[src/rtl/memory_arbiter_pkg.sv]
// Shared types and defaults for the two-port memory arbiter.
package memory_arbiter_pkg;

  localparam int unsigned TAG_DEPTH_DEF   = 16;
  localparam int unsigned TAG_DEPTH_N_DEF = 4;

  localparam int unsigned MASK_W = 4;
  localparam int unsigned ADDR_W = 32;
  localparam int unsigned WDATA_W = 32;
  localparam int unsigned RDATA_W = 64;

  typedef enum logic {
    REQ_IF   = 1'b0,
    REQ_DATA = 1'b1
  } req_id_t;

  typedef struct packed {
    logic [MASK_W-1:0]  mask;
    logic               rw;
    logic [ADDR_W-1:0]  addr;
    logic [WDATA_W-1:0] data;
  } mem_req_t;

endpackage

[src/rtl/memory_arbiter_tag_fifo.sv]
// In-order FIFO of requester IDs for outstanding reads; synchronous reset and flush.
module memory_arbiter_tag_fifo
  import memory_arbiter_pkg::*;
#(
  parameter int unsigned DEPTH   = TAG_DEPTH_DEF,
  parameter int unsigned DEPTH_N = TAG_DEPTH_N_DEF
) (
  input  logic             clk_i,
  input  logic             rst_ni,
  input  logic             flush_i,
  input  logic             push_i,
  input  req_id_t          push_id_i,
  input  logic             pop_i,
  output logic [DEPTH_N:0] count_o,
  output logic             full_o,
  output logic             empty_o,
  output req_id_t          head_o
);

  localparam int unsigned CW = DEPTH_N + 1;

  req_id_t              mem_q [DEPTH];
  logic [DEPTH_N-1:0]   wr_ptr_q, wr_ptr_d;
  logic [DEPTH_N-1:0]   rd_ptr_q, rd_ptr_d;
  logic [CW-1:0]        count_q, count_d;
  logic                 do_push, do_pop;

  assign full_o  = (count_q == CW'(DEPTH));
  assign empty_o = (count_q == '0);
  assign count_o = count_q;
  assign head_o  = mem_q[rd_ptr_q];

  assign do_push = push_i && !full_o;
  assign do_pop  = pop_i && !empty_o;

  // Pointers wrap naturally at DEPTH = 2**DEPTH_N
  always_comb begin
    wr_ptr_d = wr_ptr_q;
    rd_ptr_d = rd_ptr_q;
    count_d  = count_q;
    if (do_push) wr_ptr_d = wr_ptr_q + DEPTH_N'(1);
    if (do_pop)  rd_ptr_d = rd_ptr_q + DEPTH_N'(1);
    case ({do_push, do_pop})
      2'b10:   count_d = count_q + CW'(1);
      2'b01:   count_d = count_q - CW'(1);
      default: count_d = count_q;
    endcase
  end

  always_ff @(posedge clk_i) begin
    if (!rst_ni || flush_i) begin
      wr_ptr_q <= '0;
      rd_ptr_q <= '0;
      count_q  <= '0;
    end else begin
      wr_ptr_q <= wr_ptr_d;
      rd_ptr_q <= rd_ptr_d;
      count_q  <= count_d;
    end
  end

  always_ff @(posedge clk_i) begin
    if (do_push) mem_q[wr_ptr_q] <= push_id_i;
  end

endmodule

[src/rtl/memory_arbiter_2port.sv]
// Round-robin merge of fetch and data ports onto one memory request bus,
// with in-order tag tracking to steer read responses back to their requester.
module memory_arbiter_2port
  import memory_arbiter_pkg::*;
#(
  parameter int unsigned TAG_DEPTH   = TAG_DEPTH_DEF,
  parameter int unsigned TAG_DEPTH_N = TAG_DEPTH_N_DEF
) (
  input  logic                iCLOCK,
  input  logic                inRESET,
  input  logic                iRESET_SYNC,
  input  logic                iIF_REQ,
  output logic                oIF_BUSY,
  input  logic [ADDR_W-1:0]   iIF_ADDR,
  output logic                oIF_VALID,
  input  logic                iIF_BUSY,
  output logic [RDATA_W-1:0]  oIF_DATA,
  input  logic                iDATA_REQ,
  output logic                oDATA_BUSY,
  input  logic [MASK_W-1:0]   iDATA_MASK,
  input  logic                iDATA_RW,
  input  logic [ADDR_W-1:0]   iDATA_ADDR,
  input  logic [WDATA_W-1:0]  iDATA_DATA,
  output logic                oDATA_VALID,
  input  logic                iDATA_BUSY,
  output logic [RDATA_W-1:0]  oDATA_DATA,
  output logic                oMEM_REQ,
  input  logic                iMEM_BUSY,
  output logic [MASK_W-1:0]   oMEM_MASK,
  output logic                oMEM_RW,
  output logic [ADDR_W-1:0]   oMEM_ADDR,
  output logic [WDATA_W-1:0]  oMEM_DATA,
  input  logic                iMEM_VALID,
  output logic                oMEM_BUSY,
  input  logic [RDATA_W-1:0]  iMEM_DATA,
  output logic                oERR_ORPHAN
);

  localparam int unsigned CW = TAG_DEPTH_N + 1;

  logic        in_reset;
  mem_req_t    req_q, req_d;
  logic        req_vld_q, req_vld_d;
  req_id_t     last_grant_q, last_grant_d;
  logic        orphan_q, orphan_d;

  mem_req_t    if_req, data_req;
  logic        xfer, reg_free;
  logic        if_elig, data_elig;
  logic        grant_if, grant_data;
  logic        tag_push, tag_pop;
  req_id_t     tag_push_id, tag_head;
  logic        tag_full, tag_empty;
  logic [CW-1:0] tag_count;
  logic        mem_busy_c;

  assign in_reset = !inRESET || iRESET_SYNC;

  assign xfer     = req_vld_q && !iMEM_BUSY;
  assign reg_free = !req_vld_q || xfer;

  // Writes need no tag, so only reads are held off by a full tag FIFO
  assign if_elig   = !in_reset && iIF_REQ && reg_free && !tag_full;
  assign data_elig = !in_reset && iDATA_REQ && reg_free && (iDATA_RW || !tag_full);

  always_comb begin
    grant_if   = 1'b0;
    grant_data = 1'b0;
    if (if_elig && data_elig) begin
      if (last_grant_q == REQ_IF) grant_data = 1'b1;
      else                        grant_if   = 1'b1;
    end else begin
      grant_if   = if_elig;
      grant_data = data_elig;
    end
  end

  assign oIF_BUSY   = !grant_if;
  assign oDATA_BUSY = !grant_data;

  always_comb begin
    if_req      = '0;
    if_req.addr = iIF_ADDR;
    data_req.mask = iDATA_MASK;
    data_req.rw   = iDATA_RW;
    data_req.addr = iDATA_ADDR;
    data_req.data = iDATA_DATA;
  end

  assign tag_push    = grant_if || (grant_data && !iDATA_RW);
  assign tag_push_id = grant_data ? REQ_DATA : REQ_IF;

  always_comb begin
    req_d        = req_q;
    req_vld_d    = req_vld_q;
    last_grant_d = last_grant_q;
    orphan_d     = orphan_q;
    if (grant_data) begin
      req_d        = data_req;
      req_vld_d    = 1'b1;
      last_grant_d = REQ_DATA;
    end else if (grant_if) begin
      req_d        = if_req;
      req_vld_d    = 1'b1;
      last_grant_d = REQ_IF;
    end else if (xfer) begin
      req_vld_d    = 1'b0;
    end
    if (iMEM_VALID && tag_empty) orphan_d = 1'b1;
  end

  always_ff @(posedge iCLOCK) begin
    if (in_reset) begin
      req_q        <= '0;
      req_vld_q    <= 1'b0;
      last_grant_q <= REQ_IF;
      orphan_q     <= 1'b0;
    end else begin
      req_q        <= req_d;
      req_vld_q    <= req_vld_d;
      last_grant_q <= last_grant_d;
      orphan_q     <= orphan_d;
    end
  end

  assign oMEM_REQ    = req_vld_q;
  assign oMEM_MASK   = req_q.mask;
  assign oMEM_RW     = req_q.rw;
  assign oMEM_ADDR   = req_q.addr;
  assign oMEM_DATA   = req_q.data;
  assign oERR_ORPHAN = orphan_q;

  // Responses return in request order; the tag head names the owner
  assign mem_busy_c  = !tag_empty && ((tag_head == REQ_DATA) ? iDATA_BUSY : iIF_BUSY);
  assign oMEM_BUSY   = mem_busy_c;
  assign oIF_VALID   = iMEM_VALID && !tag_empty && (tag_head == REQ_IF);
  assign oDATA_VALID = iMEM_VALID && !tag_empty && (tag_head == REQ_DATA);
  assign oIF_DATA    = iMEM_DATA;
  assign oDATA_DATA  = iMEM_DATA;
  assign tag_pop     = iMEM_VALID && !mem_busy_c && !tag_empty;

  memory_arbiter_tag_fifo #(
    .DEPTH   (TAG_DEPTH),
    .DEPTH_N (TAG_DEPTH_N)
  ) u_tag_fifo (
    .clk_i     (iCLOCK),
    .rst_ni    (inRESET),
    .flush_i   (iRESET_SYNC),
    .push_i    (tag_push),
    .push_id_i (tag_push_id),
    .pop_i     (tag_pop),
    .count_o   (tag_count),
    .full_o    (tag_full),
    .empty_o   (tag_empty),
    .head_o    (tag_head)
  );

  a_tag_count_bound: assert property (@(posedge iCLOCK) disable iff (in_reset)
    tag_count <= CW'(TAG_DEPTH));

endmodule

[config.mk]
export PLATFORM = sky130hd
export DESIGN_NAME = memory_arbiter_2port
export DESIGN_NICKNAME = d
export VERILOG_FILES = /design/src/rtl/memory_arbiter_pkg.sv /design/src/rtl/memory_arbiter_tag_fifo.sv /design/src/rtl/memory_arbiter_2port.sv
export SDC_FILE = /design/constraint.sdc
export NUM_CORES = 1
export LEC_CHECK = 0
export CAP_MARGIN = 20
export CORE_AREA = 2 2 149 151
export CTS_BUF_LIST = sky130_fd_sc_hd__clkbuf_4 sky130_fd_sc_hd__clkbuf_8
export DETAILED_ROUTE_END_ITERATION = 8
export DIE_AREA = 0 0 151 153
export HOLD_SLACK_MARGIN = 0.05
export PLACE_DENSITY = 0.68
export SYNTH_ARGS = -nofsm -noshare
export SYNTH_HDL_FRONTEND = slang
export SYNTH_SLANG_ARGS = --single-unit
[constraint.sdc]
create_clock -name iCLOCK -period 9.42 [get_ports iCLOCK]
set_clock_uncertainty 0.2 [all_clocks]
set_input_delay 1.413 -clock iCLOCK [delete_from_list [all_inputs] [get_ports iCLOCK]]
set_output_delay 1.413 -clock iCLOCK [all_outputs]
set_load 0.01 [all_outputs]
---- After elaboration in Yosys (flattened, before gate mapping) ----
Memory sizes are Yosys's and may differ from the RTL's. A register that Yosys moved wholly into a read port is not among the register bits.
Index checks and enable logic that the tools add are counted.
word-level totals
  register bits ........................... 85
  bits in writable memories ............... 16
  input bits .............................. 174
  output and inout bits ................... 204
  memories kept ........................... 1
cells by class
  add/subtract/negate cells ............... 4
  equality and inequality tests ........... 3
  mux-type cells .......................... 18
  bitwise logic cells ..................... 1
  reductions and logical operators ........ 36
memories
  memory            depth  bits a word  rd ports  clocked after Yosys merged registers in  wr ports  line                           source
  u_tag_fifo.mem_q  16     1            1         1                                        1         memory_arbiter_tag_fifo.sv:22  req_id_t mem_q [DEPTH];
operator list
  operator                                                             number
  69-bit 2-to-1 mux                                                    2
  1-bit logical AND                                                    18
  1-bit 2-to-1 mux                                                     13
  1-bit logical NOT                                                    10
  5-bit case mux with 2 select lines                                   1
  4-bit by 1-bit adder with 4-bit output (second input constant)       2
  4-bit 2-to-1 mux                                                     2
  5-bit by 1-bit adder with 5-bit output (second input constant)       1
  5-bit == test (second input constant)                                1
  5-bit logical NOT                                                    1
  5-bit by 1-bit subtractor with 5-bit output (second input constant)  1
  1-bit logical OR                                                     4
  2-bit nonzero test                                                   2
  3-bit nonzero test                                                   1
  2-bit by 1-bit == test with 1-bit output (second input constant)     1
  2-bit == test (second input constant)                                1
  1-bit NOT                                                            1

---- Logic depth before layout (Yosys ltp) ----
Gate-level depths: netlist of run 1.
  depth after elaboration ................. 13
  depth in mapped cells ................... 16
  depth with buffers taken out ............ 14

---- Hierarchy ----
Synthesis of run 1 repeated with hierarchy kept, for this count alone.
unflattened totals
  cells, all modules ...................... 666
  area, all modules ....................... 6211.0 sq um
by module, submodules not included
  module                   instances  cells each  area each (sq um)  seq. area each (sq um)
  memory_arbiter_2port     1          514         4544.4             1441.4
  memory_arbiter_tag_fifo  1          152         1666.6             820.8

---- Worst setup path after synthesis of run 1 ----
No wires, ideal clock.
  path kind ............................... input to register
  from .................................... input iRESET_SYNC
  to ...................................... register u_tag_fifo.count_q[4], in the netlist u_tag_fifo.count_o[4]
  setup time .............................. 71 ps
  arrival ................................. 3916 ps
  required time ........................... 9149 ps
  path slack .............................. 5234 ps
  stages on the path ...................... 14
  path buffers ............................ 2
  path through ............................ nand2b_1 > a21oi_1 > o211a_1 > clkbuf_1 > inv_1 > ha_1 > clkbuf_1 > xor2_1 > ha_1 > or3_1 > o211ai_1 > a31oi_1 > or3_1 > a21oi_1
between the ends
  longest elaborated chain between the ends .. 12
ends and longest elaborated chain
  element                                                                    line                                                       source
  start: declaration                                                         memory_arbiter_2port.sv:11                                 input logic iRESET_SYNC,
  1-bit logical OR *                                                         memory_arbiter_tag_fifo.sv:51, memory_arbiter_2port.sv:57
  1-bit logical NOT                                                          memory_arbiter_2port.sv:63, memory_arbiter_2port.sv:64
  1-bit logical AND (on tied branches) (3 in series)                         memory_arbiter_2port.sv:63, memory_arbiter_2port.sv:64
  1-bit logical AND                                                          memory_arbiter_2port.sv:69                                 if (if_elig && data_elig) begin
  1-bit 2-to-1 mux                                                           memory_arbiter_2port.sv:69
  1-bit logical AND                                                          memory_arbiter_2port.sv:90                                 assign tag_push = grant_if || (grant_data && !iDATA_RW);
  1-bit logical OR                                                           memory_arbiter_2port.sv:90
  1-bit logical AND                                                          memory_arbiter_tag_fifo.sv:33                              assign do_push = push_i && !full_o;
  2-bit by 1-bit == test with 1-bit output or 2-bit == test (tied branches)  memory_arbiter_tag_fifo.sv:43                              case ({do_push, do_pop})
  5-bit case mux with 2 select lines or 2-bit nonzero test (tied branches)   --
  end signal: assignment                                                     memory_arbiter_tag_fifo.sv:58                              count_q <= count_d;
  end: declaration                                                           memory_arbiter_tag_fifo.sv:25                              logic [CW-1:0] count_q, count_d;
Mark *: on every way between the ends. The rest lies on a longest branch, timed or not.
A chain may end at the register's enable or synchronous reset.

---- Final worst setup path of run 1 ----
  from .................................... input iRESET_SYNC
  to ...................................... output oDATA_BUSY
between the ends
  longest elaborated chain between the ends .. 8
ends and longest elaborated chain
  element                                             line                                                    source
  1-bit logical OR *                                  memory_arbiter_2port.sv:57                              assign in_reset = !inRESET || iRESET_SYNC;
  1-bit logical NOT *                                 memory_arbiter_2port.sv:63, memory_arbiter_2port.sv:64
  1-bit logical AND (on tied branches) (3 in series)  memory_arbiter_2port.sv:63, memory_arbiter_2port.sv:64
  1-bit logical AND                                   memory_arbiter_2port.sv:69
  1-bit 2-to-1 mux *                                  memory_arbiter_2port.sv:69
  1-bit logical NOT *                                 memory_arbiter_2port.sv:79                              assign oDATA_BUSY = !grant_data;
  end: declaration                                    memory_arbiter_2port.sv:19                              output logic oDATA_BUSY,
Marks and branches as above.

==> results.cfg, run 1 <==
[pwr]
ir_drop_v = 0.0000606
p_switching_mw = 0.210
power.leakage_nw = 2.27
switching_share_pct = 25.0
clkPwrFrac_pct = 32.4
p_int_mw = 0.631
power.density_nw_per_um2 = 125
power_frac_comb_pct = 12.4
p_seq_share_pct = 55.2

[synth]
ys_seq_area_share_pct = 41.6
synth-edff-count = 16
yosysTopAreaCell = dfxtp_1
synth-warning-count = 0
synth.distinct_cells = 44
synth_cells = 582
synth_common_cells = buf_4, nor2_1, dfxtp_1
async_flop_share_pct = 0
synth_ff_type = dfxtp_1
avgSynthCellArea_um2 = 9.35
synth-seq-cells = 105
yosysMostFrequentCell = buf_4
syn_area_um2 = 5440
synth_top_area_share_pct = 32.8
yosys-top-cells-area = dfxtp_1, buf_4, edfxtp_1, mux2i_1, nor2_1
syn-num-nets = 765

[worst_setup_path]
cp.required_ns = 7.81
crit_path_start_kind = primary input
path_class = in -> out
crit_path_end_kind = primary output
cp.arrival_ns = 4.99
cp_max_fo = 83

[placed_design]
gp_congestion = 0.791
place_area_um2 = 6530
dp_slack_ns = 2.78
hpwl_um = 9820
port_buffers = 185

[sta]
finalSetupTns_ns = 0
rsz0062_at_grt = no
timing.fmax_ghz = 0.152
period_needed_ns = 6.60
hold_violations = 0
setup_viol = 0
max_slew_margin_pct = 30.0
max_slew.worst_pin.slew_ns = 1.05
post-route-period-util_pct = 70.1
slew_violations = 0
finalWorstSetupSlack_ns = 2.82

[cts]
postCtsSetupBuffers = 0
path_clk_slew_ns = 0.11
clock_latency_ns = 0.37
cts.sinks = 105
htreeDepth = 3
clock_path_buffers = 2
cts-buffers-inserted = 9
cts_tree = built
cts_hold_buffers = 0
cts_resized = 0
cts-root-buf = clkbuf_8

[global_route]
grt_pass1_vias = 4039
grt_max_degree = 84
antenna_found_initial = 0
grt_overflow = 0
grt_usage_pct = 11.5
grt_first_pass_wirelength_um = 21100

[detailed_routing]
ant_nets = 0
first_iter_violations = 145
num_vias = 3872
drcViolationCount = 0
vias_per_cell = 4.29
postRouteWirelength_um = 13400
wl_per_cell_um = 14.9
dr.pass1.iters = 4

[final_layout]
drive_gt1_share_pct = 4.66
nets = 800
design_area_um2 = 6720
syn2layout_area_growth_pct = 23.6
antenna_cells = 0

[die]
initial_utilization_pct = 25.3
core_um2 = 21500
die_w_um = 151
die_y_um = 153
die_area_um2 = 23100
ios = 378
row_count = 54

[run]
drv_cap = 0

[hold_path]
min_path_type = reg -> reg

[run_status]
outcome = complete, no violations
## worst max-delay path, stage by stage
cell and delay [ns]:
clkdlybuf4s50_1 0.41, nand2b_2 0.17, buf_4 0.38, a21oi_1 0.44
and2_2 0.92, and2_4 0.63, inv_1 0.08, clkdlybuf4s50_1 0.49
## kinds of logic after synthesis
| group | after synthesis | synth area share, % |
|---|---|---|
| and+or+nand+nor | 140 | 11.3 |
| muxes | 45 | 8.83 |
| buffers and inverters | 175 | 21.8 |
| DFF | 105 | 41.6 |
| adders and majority gates | 9 | 2.07 |
| xor gates and xnor gates | 7 | 1.13 |
| AOI/OAI and AO/OA | 101 | 13.3 |
## worst paths after layout
| kind | to | startpoint | depth (start not counted) | slack (ns) |
|---|---|---|---|---|
| worst min-delay path | oMEM_RW | oMEM_RW | 2 | 0.27 |
| worst min register to register | oMEM_RW | oMEM_RW | 2 | 0.27 |
| worst max register to register | u_tag_fifo.count_o[4] | flip-flop | 13 | 5.25 |
| worst max-delay path | oDATA_BUSY | iRESET_SYNC | 8 | 2.82 |
## layer usage
metal | GRT usage (%) | part of all wire, % | routed length (um) | up-vias
met5 | 0 | 0 | 0 | -
met4 | 8.77 | 7.1 | 950 | 0
met3 | 3.55 | 8.8 | 1190 | 68
met2 | 18.0 | 45 | 6050 | 148
met1 | 12.9 | 39 | 5230 | 1714
li1 | - | - | - | 1942
## stage by stage
step | hold WS, ns | power, mW | cells | utilization, %
finish | 0.266 | 0.841 | 902 | 31.3
global route | 0.312 | 0.879 | 902 | 31.3
CTS | 0.273 | 0.856 | 902 | 31.3
detailed placement | 0.251 | 0.579 | 886 | 30.4
global placement | 0.238 | 0.579 | 886 | 30.4
floorplan | 0.268 | 0.569 | 582 | -
## final cells by class
type | instances | area (um^2)
flip-flops and latches | 105 | 2260
inverters | 11 | 41.3
clock buffers | 10 | 131
well taps | 280 | 350
repair buffers | 188 | 1870
fillers | 2276 | 14800
multi-input cells | 302 | 2000
clock inverters | 6 | 61.3
## flip-flops by register name (all words and copies together), names as in the netlist, 4 cells and up, named ones only
name / flops
u_tag_fifo.rd_ptr_q: 4
oMEM_MASK: 4
u_tag_fifo.wr_ptr_q: 4
oMEM_ADDR: 32
oMEM_DATA: 32
u_tag_fifo.mem_q: 16
u_tag_fifo.count_o: 5
## cells in the final DEF, fill, tap and decap left out, drive strengths merged, types with 2 or more instances in the layout
cell type / n
a211oi: 32
mux2i: 42
xnor2: 2
a21oi: 12
nor2b: 4
nand3: 3
or3: 3
clkbuf: 10
nor2: 94
nor3b: 2
o211ai: 2
o211a: 3
ha: 9
buf: 3
a22oi: 37
edfxtp: 16
clkinv: 2
nand2b: 5
xor2: 5
clkdlybuf4s50: 185
o21ai: 6
nand4: 2
inv: 14
nor3: 6
a221oi: 2
mux4: 2
and2: 3
dfxtp: 89
nand2: 13
## power groups by stage
stage / clock (mW) / sequential, mW / combinational (mW)
floorplan: 0 / 0.477 / 0.0920
global placement: 0 / 0.475 / 0.105
detailed placement: 0 / 0.475 / 0.105
CTS: 0.286 / 0.465 / 0.105
global route: 0.301 / 0.466 / 0.112
finish: 0.273 / 0.464 / 0.104
Note: power is estimated with default switching activity, not from simulation.
==> inputs of run 2 (changes only) <==
Settings changed: CORE_AREA 2 2 149 151 to 2 2 148 150, DIE_AREA 0 0 151 153 to 0 0 150 152, PLACE_DENSITY 0.68 to 0.71.
Clock period 9.42 ns to 5.8 ns, I/O delays scaled along.
==> results.cfg, run 2 (same netlist as run 1, synthesis figures left out) <==
[die]
die_w_um = 150
row_count = 54
initial_utilization_pct = 25.5
die_area_um2 = 22800
die_y_um = 152
ios = 378
core_um2 = 21400

[cts]
clock_path_buffers = 2
htreeDepth = 3
cts_resized = 0
cts-buffers-inserted = 9
path_clk_slew_ns = 0.11
clock_latency_ns = 0.37
cts-root-buf = clkbuf_8
cts.sinks = 105
cts_tree = built
postCtsSetupBuffers = 0
cts_hold_buffers = 0

[final_layout]
multi_input_area_um2 = 2000
utilization_pct = 31.6
final_common_cell = clkdlybuf4s50_1
syn2layout_area_growth_pct = 24.2
layout_common_cells = clkdlybuf4s50_1, nor2_1, dfxtp_1, mux2i_1, a22oi_1
seqCellArea_um2 = 2260
fillers = 2226
drive_gt1_share_pct = 4.82
nets = 801
antenna_cells = 0

[hold_path]
min_path_type = reg -> reg

[global_route]
antenna_found_initial = 2
grt_overflow = 0
grt_max_degree = 83
grt_pass1_vias = 3965
grt_usage_pct = 11.9
grt_first_pass_wirelength_um = 21500

[pwr]
power.density_nw_per_um2 = 210
clkPwrFrac_pct = 35.0
power_frac_comb_pct = 11.9
p_switching_mw = 0.355
switching_share_pct = 25.0
ir_drop_v = 0.000121
p_seq_share_pct = 53.1
power.leakage_nw = 2.28
p_int_mw = 1.07

[sta]
timing.fmax_ghz = 0.239
rsz0062_at_grt = no
setup_viol = 0
finalSetupTns_ns = 0
max_slew.worst_pin.slew_ns = 0.904
period_needed_ns = 4.19
slew_violations = 0
post-route-period-util_pct = 72.2
hold_violations = 0
max_slew_margin_pct = 39.8

[run]
drv_cap = 0

[detailed_routing]
dr.pass1.iters = 5
num_vias = 4014
wl_per_cell_um = 15.4
postRouteWirelength_um = 13900
ant_nets = 0
vias_per_cell = 4.45
drcViolationCount = 0
first_iter_violations = 231

[worst_setup_path]
path_class = in -> out
crit_path_end_kind = primary output
cp_max_fo = 53
cp.required_ns = 4.73
crit_path_start_kind = primary input
cp.arrival_ns = 3.12

[placed_design]
gp_congestion = 0.729
hpwl_um = 10100
port_buffers = 185

[run_status]
outcome = complete, no violations
## run 2: routing by layer
metal	vias up	wire (um)	track usage, %	part of all wire (%)
met3	72	1250	4.11	9.0
met5	-	26	0	0.19
met4	4	776	7.73	5.6
met1	1838	5230	13.0	38
li1	1939	-	-	-
met2	161	6600	19.4	48
## run 2: critical path: stages
cell and delay (ns):
clkdlybuf4s50_1 0.42, nand2b_2 0.19, a21oi_1 0.32, and2_2 0.24, and2_4 0.49, inv_1 0.08, clkdlybuf4s50_1 0.49
## run 2: layout make-up
class | instances | share of cell area (%)
Inverter | 11 | 0.611
Clock inverter | 7 | 1.39
Timing Repair Buffer | 189 | 27.9
Tap cell | 280 | 5.19
Sequential cell | 105 | 33.5
Clock buffer | 9 | 1.83
Multi-Input combinational cell | 302 | 29.6
## run 2: stage by stage
step | setup slack [ns] | instances | total power, mW | area [um^2] | hold WS (ns)
final | 1.61 | 903 | 1.42 | 6760 | 0.265
after global routing | 1.36 | 903 | 1.48 | 6760 | 0.287
after CTS | 1.59 | 903 | 1.45 | 6760 | 0.268
after detailed placement | 1.53 | 887 | 0.940 | 6540 | 0.248
after global placement | 1.58 | 887 | 0.939 | 6540 | 0.240
after floorplan | 1.95 | 582 | 0.924 | 5440 | 0.268
## run 2: power by group through the flow
stage	Clock [mW]	Sequential [mW]	Combinational, mW
floorplan	0	0.775	0.149
global placement	0	0.770	0.168
detailed placement	0	0.771	0.170
CTS	0.520	0.754	0.170
global route	0.539	0.756	0.183
finish	0.497	0.754	0.169
## run 2: worst paths after layout
path                                   from                     to  slack [ns]  depth (start not counted)
worst max register to register    flip-flop  u_tag_fifo.count_o[4]        1.67                         13
worst max-delay path            iRESET_SYNC             oDATA_BUSY        1.61                          7
worst min-delay path                oMEM_RW                oMEM_RW        0.26                          2
worst min register to register      oMEM_RW                oMEM_RW        0.26                          2
